## config.mk

```make
export PLATFORM = sky130hd
export DESIGN_NAME = vp_roi_proc
export DESIGN_NICKNAME = d
export VERILOG_FILES = /design/src/rtl/vp_pkg.sv /design/src/rtl/vp_luma565.sv /design/src/rtl/vp_roi_proc.sv
export SDC_FILE = /design/constraint.sdc
export NUM_CORES = 1
export LEC_CHECK = 0
export CORE_MARGIN = 1.5
export CORE_UTILIZATION = 55
export DETAILED_ROUTE_END_ITERATION = 8
export PLACE_DENSITY = 0.85
export RECOVER_POWER = 25
export SLEW_MARGIN = 10
export SYNTH_ARGS = -nofsm -noshare
export SYNTH_HDL_FRONTEND = slang
export SYNTH_SLANG_ARGS = --single-unit
```

## constraint.sdc

```tcl
create_clock -name clk -period 23.4 [get_ports clk]
set_clock_uncertainty 0.2 [all_clocks]
set_input_delay 5.85 -clock clk [delete_from_list [all_inputs] [get_ports clk]]
set_output_delay 5.85 -clock clk [all_outputs]
set_load 0.01 [all_outputs]
```

## src/rtl/vp_pkg.sv

```systemverilog
// Shared definitions for the DVP ROI processing stage: mode encodings,
// BT.601-style luma weights and RGB565 constants.
package vp_pkg;

   typedef enum logic [1:0] {
      MODE_BYPASS = 2'b00,
      MODE_CROP   = 2'b01,
      MODE_BIN    = 2'b10,
      MODE_HILITE = 2'b11
   } vp_mode_e;

   // Luma weights scaled by 256; they sum to 256 so Y8 never exceeds 255.
   localparam logic [15:0] LUMA_R = 16'd77;
   localparam logic [15:0] LUMA_G = 16'd150;
   localparam logic [15:0] LUMA_B = 16'd29;

   localparam logic [15:0] WHITE565 = 16'hFFFF;
   localparam logic [15:0] BLACK565 = 16'h0000;

   // Halve each RGB565 channel independently (shift right, drop the lsb).
   function automatic logic [15:0] halve565(input logic [15:0] p);
      return {1'b0, p[15:12], 1'b0, p[10:6], 1'b0, p[4:1]};
   endfunction

endpackage

```

## src/rtl/vp_luma565.sv

```systemverilog
// Registered RGB565 to 8-bit luma converter, one cycle of latency.
module vp_luma565
   import vp_pkg::*;
(
   input  logic        clk,
   input  logic        rst,
   input  logic [15:0] pix,
   output logic [7:0]  luma
);

   logic [7:0]  r8;
   logic [7:0]  g8;
   logic [7:0]  b8;
   logic [15:0] acc;

   // Expand channels to 8 bits by msb replication, then weighted sum.
   always_comb begin
      r8  = {pix[15:11], pix[15:13]};
      g8  = {pix[10:5], pix[10:9]};
      b8  = {pix[4:0], pix[4:2]};
      acc = LUMA_R * {8'd0, r8} + LUMA_G * {8'd0, g8} + LUMA_B * {8'd0, b8};
   end

   // Luma output register.
   always_ff @(posedge clk) begin
      if (rst) begin
         luma <= 8'd0;
      end else begin
         luma <= acc[15:8];
      end
   end

endmodule

```

## src/rtl/vp_roi_proc.sv

```systemverilog
// Frame-level ROI processing: crop, binarize or highlight a window of the
// incoming RGB565 stream. Settings are shadowed on the vsync rising edge so
// a frame is always processed with one consistent configuration.
module vp_roi_proc
   import vp_pkg::*;
#(
   parameter int unsigned DATA_W     = 16,
   parameter int unsigned X_W        = 11,
   parameter int unsigned Y_W        = 11,
   parameter logic [7:0]  BIN_TH_DEF = 8'h80
) (
   input  logic              clk,
   input  logic              rst,
   input  logic [1:0]        cfg_mode,
   input  logic [X_W-1:0]    cfg_start_x,
   input  logic [Y_W-1:0]    cfg_start_y,
   input  logic [X_W-1:0]    cfg_end_x,
   input  logic [Y_W-1:0]    cfg_end_y,
   input  logic [7:0]        cfg_th,
   input  logic              pre_vs,
   input  logic              pre_de,
   input  logic [DATA_W-1:0] pre_data,
   output logic              post_vs,
   output logic              post_de,
   output logic [DATA_W-1:0] post_data,
   output logic              frame_start,
   output logic              cfg_err
);

   // Frame control state
   logic           vs_d;
   logic           de_d;
   logic           armed;
   logic [X_W-1:0] x;
   logic [Y_W-1:0] y;

   // Shadowed configuration
   vp_mode_e       mode_sh;
   logic [X_W-1:0] sx;
   logic [Y_W-1:0] sy;
   logic [X_W-1:0] ex;
   logic [Y_W-1:0] ey;
   logic [7:0]     th_sh;

   // Stage 1
   logic              s1_vs;
   logic              s1_de;
   logic              s1_inwin;
   logic [DATA_W-1:0] s1_pix;
   vp_mode_e          s1_mode;
   logic [7:0]        s1_th;
   logic [7:0]        s1_luma;

   // Stage 2 next-state and frame_start edge detect
   logic              de_nxt;
   logic [DATA_W-1:0] data_nxt;
   logic              post_vs_d;

   logic vs_rise;
   logic de_fall;
   logic inwin;

   // Edge detects and window membership for the current pixel position.
   always_comb begin
      vs_rise = pre_vs & ~vs_d;
      de_fall = ~pre_de & de_d;
      inwin   = (x >= sx) & (x < ex) & (y >= sy) & (y < ey);
   end

   // Configuration shadowing and saturating pixel/line counters.
   always_ff @(posedge clk) begin
      if (rst) begin
         vs_d    <= 1'b0;
         de_d    <= 1'b0;
         armed   <= 1'b0;
         x       <= '0;
         y       <= '0;
         mode_sh <= MODE_BYPASS;
         sx      <= '0;
         sy      <= '0;
         ex      <= '1;
         ey      <= '1;
         th_sh   <= BIN_TH_DEF;
         cfg_err <= 1'b0;
      end else begin
         vs_d <= pre_vs;
         de_d <= pre_de;
         if (vs_rise) begin
            mode_sh <= vp_mode_e'(cfg_mode);
            sx      <= cfg_start_x;
            sy      <= cfg_start_y;
            ex      <= cfg_end_x;
            ey      <= cfg_end_y;
            th_sh   <= cfg_th;
            cfg_err <= (cfg_end_x <= cfg_start_x) | (cfg_end_y <= cfg_start_y);
            armed   <= 1'b1;
            x       <= '0;
            y       <= '0;
         end else if (pre_de) begin
            if (x != '1) begin
               x <= x + X_W'(1);
            end
         end else if (de_fall) begin
            x <= '0;
            if (y != '1) begin
               y <= y + Y_W'(1);
            end
         end
      end
   end

   // Luma is computed in parallel with stage 1 so it lines up with s1_*.
   vp_luma565 u_luma (
      .clk  (clk),
      .rst  (rst),
      .pix  (pre_data),
      .luma (s1_luma)
   );

   // Stage 1: capture pixel, timing and the effective mode for this pixel.
   always_ff @(posedge clk) begin
      if (rst) begin
         s1_vs    <= 1'b0;
         s1_de    <= 1'b0;
         s1_inwin <= 1'b0;
         s1_pix   <= '0;
         s1_mode  <= MODE_BYPASS;
         s1_th    <= BIN_TH_DEF;
      end else begin
         s1_vs    <= pre_vs;
         s1_de    <= pre_de & armed;
         s1_inwin <= inwin;
         s1_pix   <= pre_data;
         s1_mode  <= cfg_err ? MODE_BYPASS : mode_sh;
         s1_th    <= th_sh;
      end
   end

   // Stage 2 mode select.
   always_comb begin
      de_nxt   = s1_de;
      data_nxt = s1_pix;
      case (s1_mode)
         MODE_CROP: begin
            de_nxt   = s1_de & s1_inwin;
            data_nxt = (s1_de & s1_inwin) ? s1_pix : BLACK565;
         end
         MODE_BIN: begin
            de_nxt   = s1_de & s1_inwin;
            data_nxt = (s1_luma >= s1_th) ? WHITE565 : BLACK565;
         end
         MODE_HILITE: begin
            data_nxt = s1_inwin ? s1_pix : halve565(s1_pix);
         end
         default: begin
            de_nxt   = s1_de;
            data_nxt = s1_pix;
         end
      endcase
   end

   // Stage 2 output registers.
   always_ff @(posedge clk) begin
      if (rst) begin
         post_vs   <= 1'b0;
         post_de   <= 1'b0;
         post_data <= '0;
         post_vs_d <= 1'b0;
      end else begin
         post_vs   <= s1_vs;
         post_de   <= de_nxt;
         post_data <= data_nxt;
         post_vs_d <= post_vs;
      end
   end

   assign frame_start = post_vs & ~post_vs_d;

endmodule

```

==> impl_metrics.py <==
metrics = {
    "worst_setup_path": {
        "crit_chain": "clkdlybuf4s50_1, ha_1, ha_1, inv_1, fa_1, fa_1, inv_1, ha_1, xnor2_1, fa_1, fa_1, inv_1, fa_1, fa_1, inv_1, ha_1, nand2_1, nor2_1, a211oi_1, o21ai_1, a221o_1, xnor2_1, nor2_1",
        "cp_max_fo": 8,
        "path_class": "in -> reg",
        "worst_setup_path_start_kind": "input pin",
        "required_ns": 23.43,
        "worstSetupPathDepth": 23,
        "worstReg2RegStart": "x[0]",
        "cp.arrival_ns": 12.50,
        "ff2ff_setup_slack_ns": 20.68,
        "critPathSlowestCell": "clkdlybuf4s50_1",
        "endpoint_kind": "flop",
        "slowest_delay_ns": 0.67,
        "cpMostUsedCell": "fa_1",
        "path_delay_family": "adder cells",
        "cp.buffers_inverters": 5,
        "reg2reg_depth": 9,
        "worstReg2RegEnd": "s1_inwin",
        "crit_start": "pre_data[9]",
        "cp-endpoint": "u_luma.luma[7]",
    },
    "global_route": {
        "grt_overflow": 0,
        "grt_max_degree": 76,
        "grt_pass1_wl_um": 36300,
        "antenna_found_initial": 0,
        "grt_usage": 0.250,
        "grt_pass1_vias": 7884,
    },
    "routing": {
        "drcViolationCount": 0,
        "vias": 7703,
        "via_per_inst": 5.54,
        "ant_nets": 0,
        "first_pass_iters": 5,
        "drt-total-wl_um": 21400,
        "wl_per_cell_um": 15.4,
        "drt_iter0_markers": 521,
    },
    "logic_synthesis": {
        "synthFlopType": "dfxtp_1",
        "post-synth-top-area-fraction": 0.285,
        "synthArstFlopShare": 0,
        "synth_nets": 1362,
        "synth_seq_cells": 135,
        "syn-cell-area_mm2": 0.00950,
        "synth_edf_count": 0,
        "syn_area_per_cell_um2": 8.85,
        "ys_top_cells_by_count": "inv_1 (187), ha_1 (161), dfxtp_1 (135)",
        "ys_warn_count": 0,
        "netlist.top_cell.by_area": "dfxtp_1",
        "ys_types": 53,
        "yosysSeqAreaShare": 0.285,
        "yosys.cell_count.top_type": "inv_1",
        "synthCells": 1073,
        "yosys-top-cells-area": "dfxtp_1 (28%), ha_1 (21%), fa_1 (11%)",
    },
    "timing": {
        "drv_slew": 92,
        "fin_setup_tns_ns": 0,
        "grt_setup_unrepaired": "no",
        "setup_viol": 0,
        "min_period_ns": 12.47,
        "fmax_ghz": 0.0802,
        "slew-limit-headroom": -0.434,
        "whs_ns": 0.251,
        "hold_viol": 0,
        "period_share": 0.533,
        "worst_slew_pin_slew_ns": 2.15,
    },
    "power": {
        "switching_share": 0.417,
        "power_switching_mw": 0.511,
        "combinationalPowerShare": 0.576,
        "peakVddDrop_v": 0.000178,
        "p_leak_nw": 5.33,
        "fin_total_pwr_mw": 1.23,
        "power_frac_seq": 0.210,
        "p_per_area_mw_per_mm2": 110,
        "intPower_mw": 0.715,
        "power.share.clock": 0.214,
    },
    "floorplanning": {
        "dieWidth_um": 134,
        "io_pins": 94,
        "core_mm2": 0.0167,
        "initial_core_util": 0.569,
        "die_area_mm2": 0.0181,
        "die_y_um": 134,
        "num_rows": 47,
    },
    "clocking": {
        "cts_tree": "done",
        "cts_inserted_buffers": 17,
        "cts_max_path_buffers": 2,
        "clkSinkCount": 135,
        "htreeDepth": 4,
        "insertion_delay_ns": 0.42,
        "postCtsSetupBuffers": 0,
        "cts_resized": 0,
        "root_buffer": "clkbuf_16",
        "cts_hold_buf": 0,
        "path_clk_slew_ns": 0.06,
    },
    "status": {
        "violations": "capacitance limit, slew limit",
        "status": "finished with violations",
    },
    "layout": {
        "stdcell_area_mm2": 0.0112,
        "finalNetCount": 1447,
        "regArea_mm2": 0.00270,
        "final.fill_count": 1270,
        "drive_above_1_share": 0.0376,
        "final_util": 0.670,
        "syn_to_final_growth_pct": 17.8,
        "insertedDiodeCount": 0,
        "multiInputGateArea_mm2": 0.00597,
    },
    "placement": {
        "placed_area_mm2": 0.0106,
        "portBuffers": 93,
        "place_congestion": 0.880,
        "dp_hpwl_um": 16000,
    },
    "min_path": {
        "hold_class": "reg -> reg",
        "worstHoldStart": "th_sh[2]",
    },
    "run": {
        "drv_cap": 2,
    },
}
-- metal layers --
layer	routed length, µm	global-route usage	vias to the layer above
li1	-	-	3772
met1	9430	0.313	3660
met2	10500	0.427	227
met3	1070	0.0488	44
met4	450	0.0968	0
met5	0	0	-
-- layout make-up --
type,count,area share
repair buffers,98,0.0854
inverters,188,0.0631
multi-input cells,718,0.533
well taps,220,0.0246
clock buffers,19,0.0387
clock inverters,13,0.0132
flip-flops and latches,135,0.242
-- metrics by stage --
stage,std cells,worst slack (ns)
floorplan,1073,11.67
global placement,1359,10.79
detailed placement,1359,10.66
CTS,1391,11.02
global route,1391,10.55
finish,1391,10.93
-- worst register-to-register path, cell delays in order (launching register included) --
cell	delay, ns
dfxtp_1	0.41
inv_1	0.07
ha_1	0.28
nand2b_1	0.14
a211oi_1	0.23
o31ai_1	0.12
a211oi_1	0.25
nor2_1	0.08
a2111oi_0	0.63
nor4_1	0.16
-- worst min path at each step --
stage	endpoint	slack (ns)	cells past startpoint
3_3_place_gp	th_sh[5]	0.24	2
3_5_place_dp	th_sh[2]	0.24	2
6_report	th_sh[2]	0.25	2
4_1_cts	th_sh[2]	0.25	2
2_1_floorplan	s1_th[7]	0.22	1
5_1_grt	th_sh[3]	0.27	2
-- flip-flops by register name, indices dropped and copies added, names as in the netlist, 2 cells and up --
name	flops
post_data	16
s1_th	8
sy	11
x	11
u_luma.luma	8
s1_mode	2
y	11
sx	11
mode_sh	2
ex	11
s1_pix	16
th_sh	8
ey	11
-- layout by cell type (no fill, tap or decap), types with 6 or more instances in the layout --
| cell | instances |
|---|---|
| xor2_1 | 16 |
| o211ai_1 | 23 |
| nor2b_1 | 26 |
| nor2_1 | 51 |
| ha_1 | 161 |
| nand3_1 | 16 |
| nand4_1 | 12 |
| xnor2_1 | 14 |
| nand2b_1 | 10 |
| inv_1 | 187 |
| clkbuf_16 | 17 |
| o21bai_1 | 6 |
| clkdlybuf4s50_1 | 92 |
| a21oi_1 | 99 |
| nor3_1 | 6 |
| and3_1 | 9 |
| dfxtp_1 | 135 |
| fa_1 | 54 |
| o21ai_0 | 22 |
| a211oi_1 | 8 |
| nand2_1 | 105 |
| o32ai_1 | 13 |
| a21o_1 | 18 |
-- power by group through the flow --
stage	combinational, mW	clock (mW)	sequential (mW)
after floorplan	0.540	0	0.261
after detailed placement	0.692	0	0.262
after global routing	0.803	0.275	0.260
final	0.706	0.262	0.258
after CTS	0.705	0.265	0.258
after global placement	0.653	0	0.262
-- kinds of logic after synthesis --
group,Yosys count,share of synthesized area
AOI/OAI and AO/OA,221,0.149
buffers and inverters,220,0.0879
DFF,135,0.285
adders and majority gates,215,0.326
and+or+nand+nor,251,0.124
muxes,1,0.00105
xor gates and xnor gates,30,0.0277
No activity file was read; power rests on OpenSTA's default activity.
